**src/rtl/mem_access.sv**
```systemverilog
// rtl/mem_access.sv - memory-access stage issuing one load/store on dreq/dresp and returning the raw bus word
// Optional feature: define MEM_MISALIGN_CHECK_EN to reject misaligned memory ops without a bus request.
package mem_access_pkg;
  typedef enum logic [1:0] {
    MSIZE1 = 2'd0,
    MSIZE2 = 2'd1,
    MSIZE4 = 2'd2,
    MSIZE8 = 2'd3
  } msize_t;
endpackage

module mem_access
  import mem_access_pkg::*;
(
  input  logic        clk,
  input  logic        resetn,
  input  logic        in_valid,
  output logic        in_ready,
  input  logic        in_is_mem,
  input  logic        in_is_write,
  input  logic [63:0] in_addr,
  input  logic [63:0] in_wdata,
  input  msize_t      in_msize,
  input  logic        in_unsigned,
  output logic        dreq_valid,
  output logic [63:0] dreq_addr,
  output msize_t      dreq_size,
  output logic [7:0]  dreq_strobe,
  output logic [63:0] dreq_data,
  input  logic        dresp_addr_ok,
  input  logic        dresp_data_ok,
  input  logic [63:0] dresp_data,
  output logic        out_valid,
  input  logic        out_ready,
  output logic        out_valid_mem,
  output logic        out_is_write,
  output logic [63:0] out_rd_raw,
  output logic [2:0]  out_addr,
  output msize_t      out_msize,
  output logic        out_unsigned,
  output logic        out_misalign
);

  typedef enum logic [1:0] {IDLE, REQ, WAIT, DONE} state_t;

  state_t      state_q, state_d;
  logic        is_mem_q, is_mem_d;
  logic        is_write_q, is_write_d;
  logic [63:0] addr_q, addr_d;
  logic [63:0] wdata_q, wdata_d;
  msize_t      msize_q, msize_d;
  logic        unsigned_q, unsigned_d;
  logic [63:0] rd_raw_q, rd_raw_d;

  logic accept;
  logic capture;
  logic reject;

  assign accept  = (state_q == IDLE) && in_valid;
  // A read word is taken either on the combined addr/data handshake in REQ or on data_ok in WAIT.
  assign capture = ((state_q == REQ) && dresp_addr_ok && dresp_data_ok) ||
                   ((state_q == WAIT) && dresp_data_ok);

`ifdef MEM_MISALIGN_CHECK_EN
  logic misalign_in;
  logic misalign_q;

  // Flag addresses whose low bits are not zero for the requested access size.
  always_comb begin
    misalign_in = 1'b0;
    case (in_msize)
      MSIZE1:  misalign_in = 1'b0;
      MSIZE2:  misalign_in = in_addr[0];
      MSIZE4:  misalign_in = |in_addr[1:0];
      MSIZE8:  misalign_in = |in_addr[2:0];
      default: misalign_in = 1'b0;
    endcase
  end

  assign reject = in_is_mem && misalign_in;

  // Misalign flag is latched at accept and held until the next accept.
  always_ff @(posedge clk or negedge resetn) begin
    if (!resetn) begin
      misalign_q <= 1'b0;
    end else if (accept) begin
      misalign_q <= reject;
    end
  end

  assign out_misalign = misalign_q;
`else
  assign reject       = 1'b0;
  assign out_misalign = 1'b0;
`endif

  // State register.
  always_ff @(posedge clk or negedge resetn) begin
    if (!resetn) begin
      state_q <= IDLE;
    end else begin
      state_q <= state_d;
    end
  end

  // Next-state logic: one outstanding op, bus response only observed in REQ/WAIT.
  always_comb begin
    state_d = state_q;
    case (state_q)
      IDLE: if (in_valid) state_d = (in_is_mem && !reject) ? REQ : DONE;
      REQ:  if (dresp_addr_ok) state_d = dresp_data_ok ? DONE : WAIT;
      WAIT: if (dresp_data_ok) state_d = DONE;
      DONE: if (out_ready) state_d = IDLE;
      default: state_d = IDLE;
    endcase
  end

  // Handshake outputs decoded purely from state so an async reset drops them at once.
  always_comb begin
    in_ready   = (state_q == IDLE);
    dreq_valid = (state_q == REQ);
    out_valid  = (state_q == DONE);
  end

  // Operation fields are captured on accept; the read word is cleared then and loaded on completion.
  always_comb begin
    is_mem_d   = is_mem_q;
    is_write_d = is_write_q;
    addr_d     = addr_q;
    wdata_d    = wdata_q;
    msize_d    = msize_q;
    unsigned_d = unsigned_q;
    rd_raw_d   = rd_raw_q;
    if (accept) begin
      is_mem_d   = in_is_mem;
      is_write_d = in_is_mem && in_is_write;
      addr_d     = in_addr;
      wdata_d    = in_wdata;
      msize_d    = in_msize;
      unsigned_d = in_unsigned;
      rd_raw_d   = 64'h0;
    end else if (capture && !is_write_q) begin
      rd_raw_d   = dresp_data;
    end
  end

  // Datapath registers.
  always_ff @(posedge clk or negedge resetn) begin
    if (!resetn) begin
      is_mem_q   <= 1'b0;
      is_write_q <= 1'b0;
      addr_q     <= 64'h0;
      wdata_q    <= 64'h0;
      msize_q    <= MSIZE1;
      unsigned_q <= 1'b0;
      rd_raw_q   <= 64'h0;
    end else begin
      is_mem_q   <= is_mem_d;
      is_write_q <= is_write_d;
      addr_q     <= addr_d;
      wdata_q    <= wdata_d;
      msize_q    <= msize_d;
      unsigned_q <= unsigned_d;
      rd_raw_q   <= rd_raw_d;
    end
  end

  // Byte strobe from naturally aligned lanes and lane-replicated store data.
  always_comb begin
    dreq_strobe = 8'h00;
    dreq_data   = wdata_q;
    case (msize_q)
      MSIZE1: begin
        dreq_strobe = 8'h01 << addr_q[2:0];
        dreq_data   = {8{wdata_q[7:0]}};
      end
      MSIZE2: begin
        dreq_strobe = 8'h03 << {addr_q[2:1], 1'b0};
        dreq_data   = {4{wdata_q[15:0]}};
      end
      MSIZE4: begin
        dreq_strobe = 8'h0F << {addr_q[2], 2'b00};
        dreq_data   = {2{wdata_q[31:0]}};
      end
      MSIZE8: begin
        dreq_strobe = 8'hFF;
        dreq_data   = wdata_q;
      end
      default: begin
        dreq_strobe = 8'h00;
        dreq_data   = wdata_q;
      end
    endcase
    if (!is_write_q) dreq_strobe = 8'h00;
  end

  assign dreq_addr     = addr_q;
  assign dreq_size     = msize_q;
  assign out_valid_mem = is_mem_q;
  assign out_is_write  = is_write_q;
  assign out_rd_raw    = rd_raw_q;
  assign out_addr      = addr_q[2:0];
  assign out_msize     = msize_q;
  assign out_unsigned  = unsigned_q;

endmodule

```
**config.mk**
```make
export PLATFORM = sky130hd
export DESIGN_NAME = mem_access
export DESIGN_NICKNAME = d
export VERILOG_FILES = /design/src/rtl/mem_access.sv
export SDC_FILE = /design/constraint.sdc
export NUM_CORES = 1
export LEC_CHECK = 0
export ABC_AREA = 0
export BUFFER_PORTS_ARGS = -buffer_cell sky130_fd_sc_hd__buf_2
export CAP_MARGIN = 20
export CORE_AREA = 2 2 162 164
export DETAILED_ROUTE_END_ITERATION = 6
export DIE_AREA = 0 0 164 166
export PLACE_DENSITY = 0.62
export SLEW_MARGIN = 20
export SYNTH_ARGS = -nofsm -noshare
export SYNTH_HDL_FRONTEND = slang
export SYNTH_SLANG_ARGS = --single-unit
```
**constraint.sdc**
```tcl
create_clock -name clk -period 1.75 [get_ports clk]
set_input_delay 0.4375 -clock clk [delete_from_list [all_inputs] [get_ports clk]]
set_output_delay 0.4375 -clock clk [all_outputs]
set_load 0.02 [all_outputs]
```
==> summary.md, run 1 <==
| Metric | Value |
|---|---|
| Drt pass-1 iters | 5 |
| Layout area overhead | 53.7% |
| Vias/cell | 4.79 |
| Clock slew seen by the registers of the worst setup and hold paths | 0.09 ns |
| Min-Delay Path Depth | 3 |
| DRC violation count after routing | 0 |
| Starting Density | 34.8% |
| Final number of hold-violating endpoints | 0 |
| Max Cap Viol | 0 |
| # clock sinks | 199 |
| Placed wire-length estimate | 22600 um |
| Final non-filler cell total | 1843 |
| WL/cell | 17.8 um |
| Port buffer count | 415 |
| Sequential power share | 27.2% |
| Initial drt markers | 594 |
| GRT overflow | 0 |
| Vias in the first global route | 8790 |
| YS warnings | 0 |
| Die Y-Extent | 166 um |
| Async SR Flop Fraction | 100% |
| CTS tree | built |
| Crit path required time | 1.31 ns |
| Initial antenna violation count | 8 |
| GPL Wtd Cong | 0.869 |
| Cells after DPL | 1778 |
| Slew Viols, Final | 0 |
| Combinational power share | 59.6% |
| CTS H-Tree Depth | 4 |
| Clock power frac | 13.2% |
| First-pass GRT wire length | 48700 um |
| Sw power | 0.0139 W |
| Met1 usage in global routing | 28.9% |
| Synth Register Bits | 199 |
| Reg-to-reg slack, setup | 0.03 ns |
| Ys flop type | dfrtp_1 |
| Worst-skew pair later-pin latency | 0.44 ns |
| Startpoint types | flop |
| Share of layout cells above drive strength 1 | 43.9% |
| Commonest non-fill, non-tap cell in the layout | nand2_1 |
| Crit end category | primary output |
| Synth Net Count | 1246 |
| Setup Skew | 0.0145 ns |
| Number of flops mapped to enable cells by yosys | 0 |
| Most frequent cells in the layout | nand2_1 (529), buf_2 (372), dfrtp_1 (195) |
| Critical-path maximum fanout | 7 |
| TritonCTS buffer count | 17 |
| CTS Buffer Depth | 2 |
| Final worst slack | -0.504 ns |
| M2 GR Usage | 39.3% |
| Total GRT Usage | 23.1% |
| Std cell rows | 59 |
| Busiest grt layer | met2 |
| Yosys cell types | 29 |
| Power Internal | 0.0164 W |
| Final Setup Violations | 68 |
| Final ANT Viol Nets | 0 |
| Reg2Reg Depth | 7 |
| Die W | 164 um |
| Largest net degree at the start of global routing | 62 |
| Crit path time final | 2.25 ns |
| Post-route cell area | 13700 um2 |
| Syn Inst Count | 1038 |
| Sw frac | 46.0% |
| Critical path type | reg -> out |
| Final period util | 129% |
| Die footprint | 27200 um2 |
| Power density cells | 2210 nW/um2 |
| Hold crit path type | in -> reg |
| Worst path arrival time | 1.82 ns |
| Register area share after synthesis | 55.8% |
| Status | finished, violations left |
| Met3 usage | 4.85% |
| Synthesized area | 8920 um2 |
| Maximum vdd ir drop | 1200 uV |
| Routed via count | 8832 |
| DP Area | 12100 um2 |
| # IOs | 417 |
| Violated checks | setup timing |
| Final Core Density | 53.5% |
| Core Box Area | 25600 um2 |
| Avg Synthesized Cell Area | 8.60 um2 |
| RSZ-0062 raised after global routing | true |
| Nets | 1696 |
| Wire length after detailed routing | 32800 um |
| Fmax | 0.444 GHz |
| Clock root buffer | clkbuf_16 |
| P_leak | 7.25 nW |
==> repair_timing <==
item / 4_1_cts / 5_1_grt
gates resized for setup: 112 / 72
gates cloned: 4 / 7
buffers inserted: 12 / 5
setup endpoints to repair: 91 / 78
hold buffers: 1 / 0
pin swaps: 16 / 30
endpoints found under the hold margin: 33 / 0
==> routing by layer <==
layer  wire (um)  up-vias
li1            -     4196
met1       13600     4258
met2       16400      321
met3        1810       55
met4         976        2
met5          13        -
==> power groups by stage <==
stage | combinational [W] | clock (W) | sequential (W)
floorplan | 0.00794 | 0 | 0.00974
global placement | 0.0151 | 0 | 0.00809
global route | 0.0193 | 0.00430 | 0.00851
CTS | 0.0169 | 0.00410 | 0.00818
detailed placement | 0.0153 | 0 | 0.00813
finish | 0.0181 | 0.00401 | 0.00826
==> per-stage QoR <==
| stage | hold slack (ns) | setup WS, ns | setup TNS (ns) | total power, W |
|---|---|---|---|---|
| floorplan | 0.142 | -0.0500 | -0.888 | 0.0177 |
| detailed placement | 0.428 | -0.151 | -2.03 | 0.0234 |
| global placement | 0.424 | -0.102 | -1.26 | 0.0232 |
| global route | 0.167 | -0.579 | -32.53 | 0.0321 |
| CTS | 0.161 | -0.504 | -29.34 | 0.0292 |
| finish | 0.183 | -0.504 | -27.23 | 0.0303 |
==> area by class of cell <==
type | instances | area, um2
fillers | 2396 | 11900
flip-flops and latches | 199 | 4980
multi-input cells | 755 | 4080
repair buffers | 509 | 3590
clock buffers | 19 | 433
well taps | 335 | 419
clock inverters | 13 | 150
inverters | 6 | 37.5
diodes | 7 | 17.5
==> kinds of logic after synthesis <==
family / Yosys count / synth area share, %
and+or+nand+nor: 581 / 25.0
DFF: 199 / 55.8
AOI/OAI and AO/OA: 127 / 8.33
buffers and inverters: 84 / 5.23
muxes: 41 / 4.93
adders and majority gates: 5 / 0.701
other: 1 / 0.0420
==> path summary, 6_finish.rpt <==
path,startpoint,endpoint
min in group asynchronous,resetn,wdata_q[36]
max in group asynchronous,resetn,dreq_addr[31]
max,dreq_size[0],dreq_data[15]
min reg2reg,dreq_addr[54],dreq_addr[54]
min,in_addr[26],dreq_addr[26]
max reg2reg,state_q[0],out_rd_raw[36]
==> critical path, stage by stage (launching register included) <==
cell and delay (ns):
dfrtp_2 0.53, nor2_2 0.19, buf_4 0.15, mux2_2 0.34, buf_4 0.16
==> state kept, by name, summed over array words and instances (netlist names) <==
signal and count:
out_is_write 1, dreq_size 2, out_rd_raw 64, out_unsigned 1
dreq_addr 64, state_q 2, out_valid_mem 1, wdata_q 64
==> synth_stat cells, types with 3 or more instances <==
cell,number,area (um2)
buf_4,21,158
dfrtp_1,199,4980
mux2_2,24,270
buf_2,16,80.1
o31ai_1,16,120
nor2b_1,4,25.0
o21ai_0,6,30.0
nand2_1,530,1990
mux2i_1,17,170
a21oi_1,85,425
buf_1,3,11.3
buf_6,7,78.8
nor2_1,33,124
or2_2,9,56.3
ha_1,5,62.6
o211ai_1,16,120
clkbuf_1,31,116
inv_1,5,18.8
(Power assumes the default switching activity.)
==> run 2, diff against run 1 <==
Settings changed: BUFFER_PORTS_ARGS -buffer_cell sky130_fd_sc_hd__buf_2 to -buffer_cell sky130_fd_sc_hd__clkbuf_2.
==> run 2 against run 1 <==
The run still ends with setup timing left. Die area is the same. Setup slack lost 0.027 ns. Power grew 7.0%. Largest power group unchanged. Combinational power grew 8%. Sequential power grew 3.5%.
==> summary.md, run 2 (synthesized netlist as in run 1, its figures left out) <==
| Metric | Value |
|---|---|
| Fmax | 0.438 GHz |
| Final ANT Viol Nets | 0 |
| Crit path required time | 1.31 ns |
| Cell mode on critical path | buf_8 |
| Clock root buffer | clkbuf_16 |
| CTS Buffer Depth | 2 |
| Crit-path slowest cell | dfrtp_2 |
| RSZ-0062 raised after global routing | true |
| Wire length after detailed routing | 33200 um |
| Port buffer count | 415 |
| GRT overflow | 0 |
| Hold crit path type | in -> reg |
| Vias/cell | 4.84 |
| Most frequent cells in the layout | nand2_1 (480), clkbuf_2 (357), dfrtp_1 (195) |
| Setup TNS | -28.47 ns |
| Starting Density | 34.8% |
| Final number of hold-violating endpoints | 0 |
| Tot Pwr | 0.0324 W |
| Post-route cell area | 14500 um2 |
| CTS tree | built |
| Slowest Stage Delay on Critical Path | 0.52 ns |
| Crit end category | primary output |
| Nets | 1714 |
| Final worst slack | -0.531 ns |
| First-pass GRT wire length | 48200 um |
| CTS H-Tree Depth | 4 |
| Power density cells | 2250 nW/um2 |
| Layout area overhead | 61.9% |
| Vias in the first global route | 8492 |
| Die W | 164 um |
| Max Cap Viol | 0 |
| Slew Viols, Final | 0 |
| Worst path arrival time | 1.84 ns |
| Commonest non-fill, non-tap cell in the layout | nand2_1 |
| Initial drt markers | 721 |
| Maximum vdd ir drop | 1350 uV |
| Critical-path maximum fanout | 8 |
| Total GRT Usage | 22.8% |
| Share of layout cells above drive strength 1 | 50.5% |
| Drt pass-1 iters | 6 |
| Sequence of cells on the critical path | buf_8 -> nor2_4 -> buf_8 -> mux2_4 -> buf_6 |
| Routed via count | 8972 |
| Die footprint | 27200 um2 |
| Initial antenna violation count | 0 |
| Final period util | 130% |
| GPL Wtd Cong | 0.890 |
| Std cell rows | 59 |
| Violated checks | setup timing |
| Final Setup Violations | 85 |
| P_leak | 7.56 nW |
| Clock slew seen by the registers of the worst setup and hold paths | 0.09 ns |
| WL/cell | 17.9 um |
| Diodes inserted | 0 |
| Die Y-Extent | 166 um |
| Core Box Area | 25600 um2 |
| Setup Skew | 0.0142 ns |
| DP Area | 12100 um2 |
| Register area | 4980 um2 |
| TritonCTS buffer count | 17 |
| Worst-skew pair later-pin latency | 0.43 ns |
| Startpoint types | flop |
| Crit path time final | 2.28 ns |
| DRC violation count after routing | 0 |
| Multi-input gate area | 4540 um2 |
| FILL cells | 2226 |
| Status | finished, violations left |
| Final Core Density | 56.4% |
| Placed wire-length estimate | 23200 um |
| # IOs | 417 |
| Largest net degree at the start of global routing | 60 |
| Pre-CTS setup slack | -0.160 ns |
| # clock sinks | 199 |
| Critical path type | reg -> out |
==> run 2: cell types whose count changed in the layout (fill, tap and decap cells not counted), moves of 12 or more <==
cell      change
buf_4        +15
buf_2       -367
nand2_4      +33
clkbuf_2    +357
nand2_2      +16
nand2_1      -49
a21oi_1      -39
mux2_4       +12
mux2_2       -12
a21oi_2      +40
==> run 2: power breakdown <==
part / total (W) / switching (W) / internal, W
sequential: 0.00855 / 0.00179 / 0.00676
clock: 0.00435 / 0.00209 / 0.00227
combinational: 0.0195 / 0.0110 / 0.00859
==> run 2: what timing repair did <==
| item | in CTS | in global routing |
|---|---|---|
| endpoints found under the hold margin | 35 | 0 |
| resized for setup | 95 | 308 |
| gates cloned | 2 | 9 |
| endpoints found under the setup margin | 101 | 150 |
| setup buffers | 11 | 16 |
| pin swaps | 15 | 103 |
| hold buffers | 1 | 0 |
==> run 2: final cells by class <==
| class | instances | area share (%) |
|---|---|---|
| Clock buffer | 17 | 2.94 |
| Sequential cell | 199 | 34.5 |
| Clock inverter | 15 | 1.64 |
| Multi-Input combinational cell | 755 | 31.4 |
| Tap cell | 335 | 2.90 |
| Inverter | 6 | 0.190 |
| Timing Repair Buffer | 527 | 26.4 |
==> run 2: path summary, 6_finish.rpt <==
kind / slack, ns / from / to / depth (start not counted)
worst max-delay path: -0.53 / dreq_size[1] / dreq_data[15] / 5
worst min-delay path: 0.18 / in_addr[44] / dreq_addr[44] / 3
worst max register to register: -0.02 / state_q[0] / out_rd_raw[1] / 7
worst min register to register: 0.48 / dreq_addr[17] / dreq_addr[17] / 2
max in group asynchronous: 0.63 / resetn / wdata_q[57] / 3
min in group asynchronous: 0.52 / resetn / wdata_q[35] / 2
==> run 2: worst max-delay path, delay by kind of cell, from the launching register on <==
family	cells	cell delay (ns)
flops	1	0.52
mux	1	0.32
simple gates	1	0.09
buf+inv	3	0.48
==> run 2: layer usage <==
metal / track usage [%] / vias to the layer above / wire length (um)
li1: - / 4226 / -
met2: 36.5 / 376 / 16200
met4: 9.27 / 0 / 1180
met3: 4.85 / 82 / 1990
met5: 0 / - / 0
met1: 30.2 / 4288 / 13800
==> run 2: stage by stage <==
step	hold WS (ns)	instances
floorplan	0.142	1038
global placement	0.417	1788
detailed placement	0.418	1788
CTS	0.159	1834
global route	0.164	1854
finish	0.182	1854
